--- src/rtl/mux4_scanner_pkg.sv ---
// Shared definitions for the 4-channel mux scanner: FSM state encoding,
// channel count and small helpers used by the scanner datapath.
package mux_pkg;

  // Number of channels behind the downstream 4:1 mux.
  localparam int NUM_CH = 4;

  // Width of the channel select bus.
  localparam int SEL_W = 2;

  // Width of the dwell counter; bounds DWELL to 1..255.
  localparam int CNT_W = 8;

  // Highest channel index, the one whose sample closes a frame.
  localparam logic [SEL_W-1:0] LAST_CH = SEL_W'(NUM_CH - 1);

  // Scanner states: IDLE waits for start, SCAN walks the channels.
  typedef enum logic {
    IDLE = 1'b0,
    SCAN = 1'b1
  } state_t;

  // Next channel select after a sample; wraps back to channel 0.
  function automatic logic [SEL_W-1:0] next_sel(input logic [SEL_W-1:0] cur);
    if (cur == LAST_CH) begin
      return '0;
    end
    return cur + SEL_W'(1);
  endfunction

  // Insert one sampled bit into a frame image at the given channel.
  function automatic logic [NUM_CH-1:0] put_bit(input logic [NUM_CH-1:0] img,
                                                input logic [SEL_W-1:0]  ch,
                                                input logic              b);
    logic [NUM_CH-1:0] res;
    res     = img;
    res[ch] = b;
    return res;
  endfunction

endpackage

--- src/rtl/mux4_scanner_dwell_counter.sv ---
// Dwell counter: counts 0..DWELL-1 while enabled and wraps, flagging the
// terminal count so the scanner knows when a channel has settled long enough.
module dwell_counter
  import mux_pkg::*;
#(
  parameter int DWELL = 4
) (
  input  logic clk,
  input  logic rst,
  input  logic clear,
  input  logic enable,
  output logic tc
);

  localparam logic [CNT_W-1:0] LAST_CNT = CNT_W'(DWELL - 1);

  logic [CNT_W-1:0] cnt;

  // Terminal count is decoded from the registered count so it lines up with
  // the edge at which the scanner samples mux_out.
  assign tc = (cnt == LAST_CNT);

  // Count the dwell cycles; clear has priority over counting.
  always_ff @(posedge clk or posedge rst) begin
    if (rst) begin
      cnt <= '0;
    end else if (clear) begin
      cnt <= '0;
    end else if (enable) begin
      if (tc) begin
        cnt <= '0;
      end else begin
        cnt <= cnt + CNT_W'(1);
      end
    end
  end

endmodule

--- src/rtl/mux4_scanner.sv ---
// 4-channel mux scanner: steps sel through channels 0..3, holding each for
// DWELL cycles, samples the mux output at the end of each dwell and publishes
// the assembled 4-bit frame with a one-cycle frame_valid pulse.
module mux4_scanner
  import mux_pkg::*;
#(
  parameter int DWELL = 4
) (
  input  logic             clk,
  input  logic             rst,
  input  logic             start,
  input  logic             abort,
  input  logic             cont,
  input  logic             mux_out,
  output logic [SEL_W-1:0] sel,
  output logic [NUM_CH-1:0] frame,
  output logic             frame_valid,
  output logic             busy
);

  state_t            state;
  logic [NUM_CH-1:0] shadow;
  logic [NUM_CH-1:0] captured;
  logic              tc;
  logic              dwell_clear;
  logic              dwell_en;
  logic              sample;

  // The counter sits at zero whenever we are idle or being cancelled, so the
  // first SCAN cycle always starts a fresh dwell.
  assign dwell_clear = (state == IDLE) || abort;
  assign dwell_en    = (state == SCAN);

  dwell_counter #(
    .DWELL (DWELL)
  ) u_dwell (
    .clk    (clk),
    .rst    (rst),
    .clear  (dwell_clear),
    .enable (dwell_en),
    .tc     (tc)
  );

  // A sample is taken at the last dwell cycle of a channel unless cancelled.
  assign sample = (state == SCAN) && tc && !abort;

  // Frame image including the bit being sampled right now; used both to
  // update the shadow and to publish a complete frame on the last channel.
  always_comb begin
    captured = put_bit(shadow, sel, mux_out);
  end

  // Scanner FSM with registered outputs.
  always_ff @(posedge clk or posedge rst) begin
    if (rst) begin
      state       <= IDLE;
      sel         <= '0;
      shadow      <= '0;
      frame       <= '0;
      frame_valid <= 1'b0;
      busy        <= 1'b0;
    end else begin
      frame_valid <= 1'b0;
      case (state)
        IDLE: begin
          if (start && !abort) begin
            state  <= SCAN;
            sel    <= '0;
            shadow <= '0;
            busy   <= 1'b1;
          end
        end
        SCAN: begin
          if (abort) begin
            state  <= IDLE;
            sel    <= '0;
            shadow <= '0;
            busy   <= 1'b0;
          end else if (sample) begin
            if (sel == LAST_CH) begin
              frame       <= captured;
              frame_valid <= 1'b1;
              shadow      <= '0;
              sel         <= '0;
              if (!cont) begin
                state <= IDLE;
                busy  <= 1'b0;
              end
            end else begin
              shadow <= captured;
              sel    <= next_sel(sel);
            end
          end
        end
        default: begin
          state  <= IDLE;
          sel    <= '0;
          shadow <= '0;
          busy   <= 1'b0;
        end
      endcase
    end
  end

endmodule

--- config.mk ---
export PLATFORM = sky130hd
export DESIGN_NAME = mux4_scanner
export DESIGN_NICKNAME = d
export VERILOG_FILES = /design/src/rtl/mux4_scanner_pkg.sv /design/src/rtl/mux4_scanner_dwell_counter.sv /design/src/rtl/mux4_scanner.sv
export SDC_FILE = /design/constraint.sdc
export NUM_CORES = 1
export LEC_CHECK = 0
export CORE_MARGIN = 2
export CORE_UTILIZATION = 45
export CTS_BUF_LIST = sky130_fd_sc_hd__clkbuf_8
export CTS_CLUSTER_SIZE = 16
export DETAILED_ROUTE_END_ITERATION = 8
export PLACE_DENSITY = 0.71
export SYNTH_ARGS = -nofsm -noshare
export SYNTH_HDL_FRONTEND = slang
export SYNTH_SLANG_ARGS = --single-unit
--- constraint.sdc ---
create_clock -name clk -period 2 [get_ports clk]
set_input_delay 0.2 -clock clk [delete_from_list [all_inputs] [get_ports clk]]
set_output_delay 0.2 -clock clk [all_outputs]
set_load 0.005 [all_outputs]
==> results.rst <==
.. list-table::
   :header-rows: 1

   * - Metric
     - Value
   * - Async S/R FF share, synth
     - 100%
   * - Family with the most delay on the worst path
     - simple AND/OR/NAND/NOR gates
   * - Actual transition at the worst max-transition pin
     - 0.754 ns
   * - Clock slew at the register clock pins of the worst setup and hold paths
     - 0.08 ns
   * - Worst R2R Path Depth
     - 4
   * - CP Launch Type
     - register
   * - Power per unit of standard cell area
     - 611 nW/um2
   * - Worst-case vdd ir drop
     - 0.000410 V
   * - DR WL/cell
     - 13.7 um
   * - Critical R2R Launch
     - u_dwell.cnt[0]$_DFFE_PP0P_
   * - Delay contributed by the slowest stage of the critical path
     - 0.60 ns
   * - Ranking of synthesized cells by area
     - dfrtp_1 (47%), ha_1 (5.9%), mux2_2 (4.3%), nor2_1 (3.2%), nor2b_1 (3.0%)
   * - Setup TNS
     - 0 ns
   * - Number of antenna violations at the first check in global routing
     - 0
   * - Setup violators final
     - 0
   * - Placer congestion estimate
     - 0.806
   * - Worst hold path type
     - input pin to asynchronous set/reset pin
   * - Chip Height
     - 52.5 um
   * - Count of input and output buffers
     - 13
   * - Skew-Pair Late Insertion Delay
     - 0.26 ns
   * - Leakage
     - 0.578 nW
   * - Cts bufs inserted
     - 3
   * - Sinks on the clock net
     - 20
   * - Number of DRC markers in iteration 0
     - 24
   * - Growth of design area from synthesis to finish
     - 20.9%
   * - Sequential element share of the synthesized area
     - 47.3%
   * - R2R setup slack
     - 0.16 ns
   * - Number of nets in the layout
     - 134
   * - Cell Chain, Critical Path
     - ha_1 -> or4b_1 -> nor4_1 -> a221o_1
   * - Core area
     - 2210 um2
   * - Instance count of the mapped netlist
     - 106
   * - Total Routing Usage GR
     - 17.2%
   * - Number of global-route vias before repair
     - 842
   * - Post-Synthesis Cell Area
     - 1060 um2
   * - DR vias/cell
     - 5.56
   * - Global-route wire length before repair
     - 3.50 mm
   * - Met3 demand-to-capacity share in global routing
     - 4.00%
   * - Tmin final
     - 1.84 ns
   * - Cts-stage hold buffer count
     - 0
   * - Final Power
     - 781 uW
   * - Most instantiated flip-flop cell in the synthesis netlist
     - dfrtp_1
   * - Die outline area
     - 2750 um2
   * - Number of synthesized register bits
     - 20
   * - Synth cell types
     - 30
   * - Die width
     - 52.5 um
   * - Root buffer cell
     - clkbuf_8
   * - Drc violations
     - 0
   * - Post-CTS setup-driven buffer insertion count
     - 0
   * - Status
     - finished clean
   * - Syn_area_per_cell
     - 9.97 um2
   * - Number of enable-type register cells in the synthesized netlist
     - 0
   * - Arrival time at the worst endpoint
     - 2.04 ns
   * - Cell count after placement
     - 146
   * - Highest fanout seen on the critical path
     - 7
   * - Detailed Route WL
     - 2.06 mm
   * - Share of the cycle needed by the critical path after routing
     - 92.2%
   * - Crit-path slowest cell
     - or4b_1
   * - Portion of synthesized cell area occupied by the leading cell type
     - 47.3%
   * - Starting utilization of the core area
     - 47.8%
   * - Kind of capture point of the worst setup path
     - register
   * - Number of failing hold endpoints at the final stage
     - 0
   * - Synthesized net count
     - 117
   * - Via count of the routed design
     - 834
   * - Required time at the endpoint of the critical path
     - 2.20 ns
   * - Final std cells w/o fill
     - 150
   * - Worst r2r dst
     - shadow[2]$_DFFE_PP0P_
   * - Buffer depth of the longest clock path
     - 2
   * - Worst Path Buf+Inv
     - 0
   * - Worst hold slack
     - 0.367 ns
   * - Leading area contributor after synthesis
     - dfrtp_1
   * - Share of post-route cells with drive strength above 1
     - 9.84%
   * - Warning count from the yosys run
     - 0
   * - Worst setup path startpoint
     - u_dwell.cnt[0]$_DFFE_PP0P_
   * - Count of maximum capacitance violations
     - 0
   * - RSZ-0062 raised after global routing
     - no
   * - Clk_skew
     - 0.00405 ns
   * - GR Util met2
     - 30.0%
   * - Routing usage on met1
     - 20.6%
   * - Router iterations before antenna repair
     - 4
   * - HPWL reported at the end of detailed placement
     - 1.53 mm
   * - Max Clock Freq
     - 0.542 GHz
   * - Max Transition Viols Final
     - 0
   * - Count of antenna-violating nets left after detailed routing
     - 0
   * - Final standard cell utilization of the core
     - 57.8%
   * - Standard-cell row count
     - 17
   * - Remaining global-route overflow
     - 0
   * - Largest net degree at the start of global routing
     - 21
   * - Critical Setup Path Class
     - register to register
   * - Headroom to the max-slew limit
     - 49.7%
   * - Number of gates given a new drive strength after cts
     - 0
   * - Number of primary I/O pins
     - 14
   * - Most instantiated cells after synthesis
     - dfrtp_1 (20), nor2_1 (9), inv_1 (8)
   * - Number of H-tree levels
     - 1
   * - GRT busiest layer
     - met2
   * - CTS tree
     - done
   * - Antenna diode count
     - 0
   * - Cell with the most instances after synthesis
     - dfrtp_1
## metal layers
layer  share of wire [%]  wire length [um]
met1                  48               985
met2                  46               946
met3                 5.0               104
met4                 1.3                26
met5                   0                 0
## placed cells by master, fill, tap and decap left out, types with 2 or more instances in the layout
cell type,instances
a21o_1,3
a21oi_1,3
a221o_1,3
buf_4,2
clkbuf_8,4
clkdlybuf4s50_1,13
dfrtp_1,20
ha_1,5
inv_1,8
mux2_2,4
nand2_1,6
nand2b_1,2
nand3_1,4
nand4_1,3
nor2_1,9
nor2b_1,5
nor3_1,2
nor4_1,4
nor4b_1,2
o21ai_0,4
or3_1,5
xor2_1,2
## state kept, by name (all words and copies together), names as in the netlist
name / count
busy: 1
dwell_en: 1
frame: 4
frame_valid: 1
sel: 2
shadow: 3
u_dwell.cnt: 8
## final cells by class
type                    count  area [um2]
clock buffers               4        55.1
flip-flops and latches     20         500
fillers                   215         933
multi-input cells          75         513
well taps                  28        35.0
inverters                   8        30.0
repair buffers             15         145
## how the worst max path moves through the flow
stage,endpoint,slack (ns),cells after the start
2_1_floorplan,frame[0]$_DFFE_PP0P_,0.30,4
3_3_place_gp,frame[1]$_DFFE_PP0P_,0.18,5
3_5_place_dp,busy$_DFFE_PP0P_,0.18,4
4_1_cts,busy$_DFFE_PP0P_,0.16,4
5_1_grt,shadow[0]$_DFFE_PP0P_,0.03,5
6_report,shadow[2]$_DFFE_PP0P_,0.16,4
## stage by stage
| stage | area [um2] | setup slack, ns |
|---|---|---|
| 4_1_cts | 1280 | 0.165 |
| 5_1_grt | 1280 | 0.0269 |
| 6_report | 1280 | 0.156 |
| 2_1_floorplan | 1060 | 0.301 |
| 3_5_place_dp | 1220 | 0.183 |
| 3_3_place_gp | 1220 | 0.176 |
## cells by family after synthesis
family	count (synthesis)	share of synthesized area [%]
fa+ha+maj	5	5.92
mux	4	4.26
xor+xnor	3	2.49
buf+inv	11	4.14
simple gates	45	23.6
flops	20	47.3
compound gates	18	12.3
## power breakdown
part | switching, mW | leakage [nW] | internal [mW]
clock | 0.134 | 0.0288 | 0.175
combinational | 0.0288 | 0.275 | 0.0263
sequential | 0.00684 | 0.274 | 0.410
## worst register-to-register path, delay by kind of cell (launching register included)
kind                     cells  cell delay (ns)
adder cells (fa/ha/maj)      1             0.26
AND/OR/NAND/NOR              2             0.98
flip-flops                   1             0.40
AO/OA/AOI/OAI                1             0.15
Note: power is estimated with default switching activity, not from simulation.
